[src/rtl/fwd_sel_gen.sv]
// fwd_sel_gen -- ALU-operand forwarding-select and load-use stall generator
// for a 5-stage MIPS pipeline.
//
// Tracks the destination register of the instructions in EX and MEM, and
// registers the forwarding selects for the instruction entering EX. The
// selects are therefore valid in the cycle that instruction occupies EX.
//
// Ports:
//   clk           rising-edge clock
//   reset         synchronous, active-high
//   id_valid      ID holds a real instruction
//   id_rs/id_rt   ID source registers
//   id_uses_rt    ID instruction reads rt as an ALU operand
//   id_dst        ID destination register (after RegDst mux)
//   id_reg_write  ID instruction writes the register file
//   id_mem_read   ID instruction is a load
//   id_flush      squash the ID instruction (taken branch/jump)
//   ex_fwd_a_sel  EX operand A select: 00 regfile, 01 EX/MEM ALU result,
//                 10 MEM/WB write data
//   ex_fwd_b_sel  EX operand B select, same encoding
//   stall         hold PC and IF/ID this cycle (combinational)
//   ex_bubble     EX holds an injected bubble (registered)
module fwd_sel_gen #(
  parameter int unsigned REG_AW = 5
) (
  input  logic              clk,
  input  logic              reset,
  input  logic              id_valid,
  input  logic [REG_AW-1:0] id_rs,
  input  logic [REG_AW-1:0] id_rt,
  input  logic              id_uses_rt,
  input  logic [REG_AW-1:0] id_dst,
  input  logic              id_reg_write,
  input  logic              id_mem_read,
  input  logic              id_flush,
  output logic [1:0]        ex_fwd_a_sel,
  output logic [1:0]        ex_fwd_b_sel,
  output logic              stall,
  output logic              ex_bubble
);

  localparam logic [1:0] SEL_RF  = 2'b00;
  localparam logic [1:0] SEL_MEM = 2'b01;
  localparam logic [1:0] SEL_WB  = 2'b10;

  // Only the EX and MEM copies influence any output: a producer in EX will be
  // in MEM when the consumer reaches EX (01), a producer in MEM will be in WB
  // (10). An instruction already in WB has written the register file by the
  // time the consumer reads it, so no WB copy is kept. The load flag is only
  // needed in EX, where the load-use check happens.
  logic              ex_v,  mem_v;
  logic [REG_AW-1:0] ex_dst, mem_dst;
  logic              ex_wr, mem_wr;
  logic              ex_ld;

  logic              ex_prod;   // EX holds a forwardable producer
  logic              mem_prod;  // MEM holds a forwardable producer
  logic              insert_bubble;
  logic [1:0]        sel_a, sel_b;

  // Register 0 is never a producer, so it neither forwards nor stalls.
  assign ex_prod  = ex_v  & ex_wr  & (ex_dst  != '0);
  assign mem_prod = mem_v & mem_wr & (mem_dst != '0);

  always_comb begin
    stall = ex_prod & ex_ld & id_valid & ~id_flush &
            ((ex_dst == id_rs) | (id_uses_rt & (ex_dst == id_rt)));
  end

  // Nearest producer wins. The B select is computed regardless of
  // id_uses_rt because the store-data path also consumes it.
  always_comb begin
    sel_a = SEL_RF;
    if (ex_prod && ex_dst == id_rs)        sel_a = SEL_MEM;
    else if (mem_prod && mem_dst == id_rs) sel_a = SEL_WB;
  end

  always_comb begin
    sel_b = SEL_RF;
    if (ex_prod && ex_dst == id_rt)        sel_b = SEL_MEM;
    else if (mem_prod && mem_dst == id_rt) sel_b = SEL_WB;
  end

  assign insert_bubble = stall | id_flush | ~id_valid;

  always_ff @(posedge clk) begin
    if (reset) begin
      ex_v         <= 1'b0;
      ex_dst       <= '0;
      ex_wr        <= 1'b0;
      ex_ld        <= 1'b0;
      mem_v        <= 1'b0;
      mem_dst      <= '0;
      mem_wr       <= 1'b0;
      ex_fwd_a_sel <= SEL_RF;
      ex_fwd_b_sel <= SEL_RF;
      ex_bubble    <= 1'b0;
    end else begin
      mem_v   <= ex_v;
      mem_dst <= ex_dst;
      mem_wr  <= ex_wr;
      if (insert_bubble) begin
        ex_v         <= 1'b0;
        ex_dst       <= '0;
        ex_wr        <= 1'b0;
        ex_ld        <= 1'b0;
        ex_fwd_a_sel <= SEL_RF;
        ex_fwd_b_sel <= SEL_RF;
        // An empty ID slot is not an injected bubble; stall or flush is.
        ex_bubble    <= stall | id_flush;
      end else begin
        ex_v         <= 1'b1;
        ex_dst       <= id_dst;
        ex_wr        <= id_reg_write;
        ex_ld        <= id_mem_read;
        ex_fwd_a_sel <= sel_a;
        ex_fwd_b_sel <= sel_b;
        ex_bubble    <= 1'b0;
      end
    end
  end

endmodule

[config.mk]
export PLATFORM = sky130hd
export DESIGN_NAME = fwd_sel_gen
export DESIGN_NICKNAME = d
export VERILOG_FILES = /design/src/rtl/fwd_sel_gen.sv
export SDC_FILE = /design/constraint.sdc
export NUM_CORES = 1
export LEC_CHECK = 0
export BUFFER_PORTS_ARGS = -buffer_cell sky130_fd_sc_hd__buf_4
export CAP_MARGIN = 20
export CELL_PAD_IN_SITES_DETAIL_PLACEMENT = 1
export CELL_PAD_IN_SITES_GLOBAL_PLACEMENT = 1
export CORE_MARGIN = 8
export CORE_UTILIZATION = 36
export CTS_BUF_LIST = sky130_fd_sc_hd__clkbuf_16
export CTS_CLUSTER_DIAMETER = 120
export DETAILED_ROUTE_END_ITERATION = 16
export PLACE_DENSITY = 0.79
export SYNTH_ARGS = -nofsm -noshare
export SYNTH_HDL_FRONTEND = slang
export SYNTH_SLANG_ARGS = --single-unit
[constraint.sdc]
create_clock -name clk -period 2.4 [get_ports clk]
set_clock_uncertainty 0.2 [all_clocks]
set_input_delay 0.24 -clock clk [delete_from_list [all_inputs] [get_ports clk]]
set_output_delay 0.24 -clock clk [all_outputs]
set_load 0.01 [all_outputs]
==> reports/metrics.yaml, run 1 <==
outcome: "finished, violations left"
failed_checks: "negative hold slack"
max-cap-violations: 0
n_antenna_cell: 0
ys_seq_area_frac: 0.4526
yosys_warnings: 0
hold_violations: 1
fin_ws_ns: 0.09624
cellPowerDensity_mw_per_mm2: 715.8
crit_fanout: 4
die_w_um: 65.57
power_frac_seq: 0.391
grt_overflow: 0
layout_min_cycle_time_ns: 2.304
ant_nets: 0
antenna_found_initial: 0
vias_per_cell: 5.052
crit_arrival_ns: 1.86
synth_top_area_frac: 0.4526
core_mm2: 0.002410
htreeDepth: 1
clk_latency_ns: 0.25
synthFlopType: "dfxtp_1"
drc: 0
cts_buffers: 3
hp-class: "in2reg"
worstMarginPinSlew_ns: 0.3040
worst_ep_required_time_ns: 1.96
cts-resized-gates: 0
grt_pass1_vias: 879
areaGrowthSynthToFinish_pct: 39.46
nets: 147
first_pass_iters: 4
drtIter0Drc: 18
cts_buffer_depth: 2
cts_root_buf: "clkbuf_16"
rsz0062_at_grt: "no"
drive_gt1_frac: 0.2984
synth_edf_count: 0
power.leakage_nw: 0.5517
tns_ns: 0
routabilityCongestion: 0.8978
period_share: 0.9599
die_area_mm2: 0.004299
switching_share: 0.1924
ys_seq_elements: 20
dieHeight_um: 65.57
grt_max_degree: 13
endpoint_kind: "output port"
synth_cells: 92
p_int_mw: 0.7131
fin_hold_ws_ns: -0.0006403
setup_viol: 0
slew_headroom: 0.7971
cts_tree: "built"
cts_setup_buffers: 0
ctsHoldBuffers: 0
routed_wl_mm: 2.660
slew_viol_final: 0
place_hpwl_mm: 1.974
place_area_mm2: 0.001129
wl_per_cell_um: 17.27
synth_cell_types: 26
grt_use_total: 0.1298
path_clk_slew_ns: 0.06
ios: 28
post-route-cell-area_mm2: 0.001234
synth-async-reset-ratio: 0
synth.area.top_cells: "dfxtp_1, xor2_1, xnor2_1"
synthesis.area_um2: 884.6
n_fill_cell: 273
port_buffers: 27
cts_sinks: 20
p_total_mw: 0.8831
dp_slack_ns: 0.4077
ir_drop_mv: 0.4735
path_class: "reg2out"
crit_path_start_kind: "register"
num_rows: 18
max_freq_mhz: 434.1
power.switching_mw: 0.1699
synth_nets: 114
vias: 778
p_comb_frac: 0.089
avgSynthCellArea_um2: 9.615
start_util: 0.3671
clockPowerShare: 0.520
synth_top_area_cell: "dfxtp_1"
grt_first_pass_wirelength_mm: 4.291
-- Yosys cell counts, types with 2 or more instances --
library cell	instances
a211oi_1	2
dfxtp_1	20
nand2_1	8
nand3_1	2
nor2_1	9
nor2b_1	7
nor3_1	5
o2111ai_1	2
or4_1	2
xnor2_1	8
xor2_1	12
-- placed cells by master, fill, tap and decap left out, types with 2 or more instances in the layout --
| cell type | synthesis | final |
|---|---|---|
| a211oi_1 | 2 | 2 |
| or4_1 | 2 | 2 |
| clkbuf_16 | 0 | 3 |
| nor3_1 | 5 | 5 |
| xor2_1 | 12 | 12 |
| xnor2_1 | 8 | 8 |
| dfxtp_1 | 20 | 20 |
| nor2b_1 | 7 | 7 |
| o2111ai_1 | 2 | 2 |
| nand2_1 | 8 | 8 |
| nand3_1 | 2 | 2 |
| buf_4 | 0 | 29 |
| nor2_1 | 9 | 9 |
-- registers in the layout (all words and copies together), names as in the netlist, 2 cells and up --
| signal | count |
|---|---|
| mem_dst | 5 |
| ex_dst | 5 |
| ex_fwd_b_sel | 2 |
| ex_fwd_a_sel | 2 |
-- area by class of cell --
type,instances,area (µm²),share of cell area
flip-flops and latches,20,400.4,0.3245
repair buffers,29,217.7,0.1765
inverters,1,3.754,0.003043
clock inverters,1,30.03,0.02434
well taps,30,37.54,0.03043
multi-input cells,70,469.2,0.3803
clock buffers,3,75.07,0.06085
-- per-stage QoR --
stage,util,cells,hold WS (ns)
after floorplan,-,92,0.1116
after global placement,0.4683,150,0.2448
after detailed placement,0.4683,150,0.2428
after CTS,0.5119,154,0.006446
after global routing,0.5119,154,0.02479
final,0.5119,154,-0.0006403
-- worst max-delay path, cell delays in order, from the launching register on --
cell and delay [ns]:
dfxtp_1 0.35, or4_1 0.56, o211a_1 0.28, nand2_2 0.11
a21oi_2 0.04, and2_1 0.14, buf_4 0.14
-- power groups by stage --
stage / registers (mW) / logic, mW / clock network, mW
5_1_grt: 0.346 / 0.0853 / 0.475
3_5_place_dp: 0.353 / 0.0766 / 0
6_report: 0.346 / 0.0783 / 0.459
2_1_floorplan: 0.351 / 0.0316 / 0
3_3_place_gp: 0.352 / 0.0745 / 0
4_1_cts: 0.346 / 0.0788 / 0.459
-- layer usage --
metal  wire (µm)  share of wire  GRT usage  vias to the layer above
met5           0              0          0                        -
li1            -              -          -                      378
met3         152          0.057    0.03231                        6
met1        1091           0.41     0.1454                      372
met4          65          0.024    0.06540                        0
met2        1351           0.51     0.2226                       22
-- path summary, 6_finish.rpt --
check,cells after the start,slack (ns),start,to
min,3,-0.0006,id_dst[2],ex_dst[2]
max reg2reg,6,0.42,ex_dst[3],ex_fwd_a_sel[1]
max,6,0.1,ex_dst[3],stall
min reg2reg,1,0.29,ex_ld,ex_fwd_a_sel[0]
-- cell families (layout without fill, tap and decap cells) --
family          after synthesis  count (layout)  synth area share
compound gates               10              10           0.09335
simple gates                 40              40            0.2391
flops                        20              20            0.4526
buf+inv                       2              34           0.01697
xor+xnor                     20              20            0.1980
Power figures use the tool's default switching activity.
==> inputs of run 2 (changes only) <==
- BUFFER_PORTS_ARGS: -buffer_cell sky130_fd_sc_hd__buf_4 -> default
- CORE_UTILIZATION: 36 -> 44
- DONT_BUFFER_PORTS: default -> 1
- PLACE_DENSITY: 0.79 -> 0.78
==> run 2 against run 1 <==
  * The flow now finishes without violations
  * Combinational power shrank 30%
  * Setup slack better by 0.032 ns
  * Via count down 9.1%
  * Wire length decreased by 9.2%
  * Sequential share of layout area grew 4.0 points
  * Hold slack gained 0.029 ns
  * Cell count down 14%
  * Clock power is 25% lower
  * Global-route usage rose by 1.8 points
  * Largest cell class unchanged
==> reports/metrics.yaml, run 2 (synthesis results as in run 1) <==
cts_root_buf: "clkbuf_16"
power_frac_seq: 0.465  # +0.074
hp-start: "id_rs[1]"
slew_viol_final: 0  # unchanged
ant_nets: 0  # unchanged
slew_headroom: 0.7965  # about the same
grt_max_degree: 13  # unchanged
grt_first_pass_wirelength_mm: 3.808  # -11%
crit_fanout: 4  # unchanged
clk_latency_ns: 0.25  # about the same
place_hpwl_mm: 1.759  # -11%
drtIter0Drc: 5  # -13
cts_sinks: 20  # unchanged
reg2reg_depth: 6  # unchanged
dieHeight_um: 60.84  # -7.2%
n_antenna_cell: 0  # unchanged
vias_per_cell: 5.316  # +5.2%
worstMarginPinSlew_ns: 0.3042  # +0.0002419 ns
rsz0062_at_grt: "no"
fin_cells: 133  # -14%
dp.cells: 119  # -21%
cts_tree: "built"
die_area_mm2: 0.003702  # -14%
clockPowerShare: 0.461  # -0.059
ir_drop_mv: 0.6336  # +34%
slowest_stage: "or4_1"
antenna_found_initial: 0  # unchanged
cpPeakStageDelay_ns: 0.58  # +0.02 ns
fin_hold_ws_ns: 0.02835  # +0.02899 ns
areaGrowthSynthToFinish_pct: 24.19
path_clk_slew_ns: 0.05  # about the same
ios: 28  # unchanged
routabilityCongestion: 0.9063  # +0.95%
cp-startpoint: "ex_dst[3]"
htreeDepth: 1  # unchanged
final_common_cell: "dfxtp_1"
start_util: 0.4603  # +0.09320
tns_ns: 0  # unchanged
r2r_start: "ex_dst[3]"
port_buffers: 0  # -100%
endpoint: "stall"
drive_gt1_frac: 0.08491  # -0.2135
die_w_um: 60.84  # -7.2%
first_pass_iters: 4  # unchanged
reg_top3: "ex_dst x5, mem_dst x5"
groute.layer.met3.usage: 0.06780  # +0.03548
hp-class: "in2reg"
layout_min_cycle_time_ns: 2.272  # -0.03222 ns
outcome: "complete, no violations"
use_met2: 0.2549  # +0.03227
num_rows: 16  # -2
drc: 0  # unchanged
max-cap-violations: 0  # unchanged
grt_use_total: 0.1475  # +0.01770
r2r_end: "ex_fwd_b_sel[0]"
wl_per_cell_um: 18.16  # +5.1%
endpoint_kind: "output port"
fin_util: 0.5716  # +0.05967
power.switching_mw: 0.1527  # -10%
worst_ep_required_time_ns: 1.96  # about the same
vias: 707  # -9.1%
p_comb_frac: 0.074  # -0.015
nets: 129  # -12%
crit_path_start_kind: "register"
path_class: "reg2out"
period_share: 0.9465  # -0.01342
power.leakage_nw: 0.4436  # -20%
cts_buffers: 3  # unchanged
layout_common_cells: "dfxtp_1, xor2_1, nor2_1, dlygate4sd3_1"
use_met1: 0.1416  # -0.003754
routed_wl_mm: 2.415  # -9.2%
core_mm2: 0.001922  # -20%
busiest_layer: "met2"
setup_viol: 0  # unchanged
switching_share: 0.2051  # +0.01264
cts_buffer_depth: 2  # unchanged
grt_pass1_vias: 795  # -9.6%
max_freq_mhz: 440.2  # +1.4%
cellPowerDensity_mw_per_mm2: 677.8  # -5.3%
hold_violations: 0  # -1
grt_overflow: 0  # unchanged
p_int_mw: 0.5919  # -17%
reg2reg_slack_ns: 0.38  # -0.04 ns
crit_arrival_ns: 1.83  # -0.03 ns
path_cells: "or4_1 -> o211a_1 -> nand2_2 -> a21oi_4 -> and2_1"
[run 2: cell types whose count changed in the layout (fill, tap and decap cells not counted), sizes merged]
cell	delta
clkinv	+1
bufinv	-1
buf	-27
dlygate4sd3	+9
[run 2: power by group through the flow]
stage                     clock (mW)  sequential, mW  combinational, mW
after detailed placement           0           0.353             0.0389
after CTS                      0.353           0.346             0.0533
final                          0.343           0.346             0.0549
after global placement             0           0.353             0.0379
after floorplan                    0           0.351             0.0316
after global routing           0.377           0.347             0.0604
[run 2: worst min path at each step]
stage | endpoint | cells past startpoint
3_5_place_dp | mem_v | 1
4_1_cts | ex_fwd_a_sel[1] | 3
2_1_floorplan | mem_dst[0] | 1
3_3_place_gp | mem_dst[3] | 1
5_1_grt | ex_fwd_a_sel[1] | 3
6_report | ex_fwd_a_sel[1] | 3
[run 2: critical path: cells and delay by family, from the launching register on]
kind	cells	cell delay, ns
simple gates	3	0.89
flops	1	0.35
compound gates	2	0.34
[run 2: routing by layer]
| metal | up-vias | routed length [µm] |
|---|---|---|
| met5 | - | 0 |
| met4 | 0 | 38 |
| met3 | 3 | 195 |
| met2 | 22 | 1274 |
| met1 | 342 | 906 |
| li1 | 340 | - |
[run 2: repair_timing]
action                                 CTS  global route
gates resized for setup                  1             0
endpoints found under the hold margin   16             0
gates cloned                             0             0
hold buffers                             9             0
setup endpoints to repair                1             1
pin swaps                                0             1
buffers inserted                         0             1
[run 2: final cells by class]
| class | instances | area [µm²] |
|---|---|---|
| clock inverter | 1 | 3.754 |
| timing repair buffer | 11 | 105.1 |
| inverter | 1 | 3.754 |
| fill | 222 | 823.3 |
| sequential | 20 | 400.4 |
| tap | 27 | 33.78 |
| multi-input combinational | 70 | 476.7 |
| clock buffer | 3 | 75.07 |
[run 2: per-stage QoR]
stage          area (µm²)  power [mW]  setup WS, ns
6_report             1099      0.7446        0.1285
3_3_place_gp        914.6      0.3909        0.3249
2_1_floorplan       884.6      0.3829        0.5715
5_1_grt              1099      0.7843       0.04855
4_1_cts              1091      0.7523       0.05885
3_5_place_dp        914.6      0.3923        0.2506
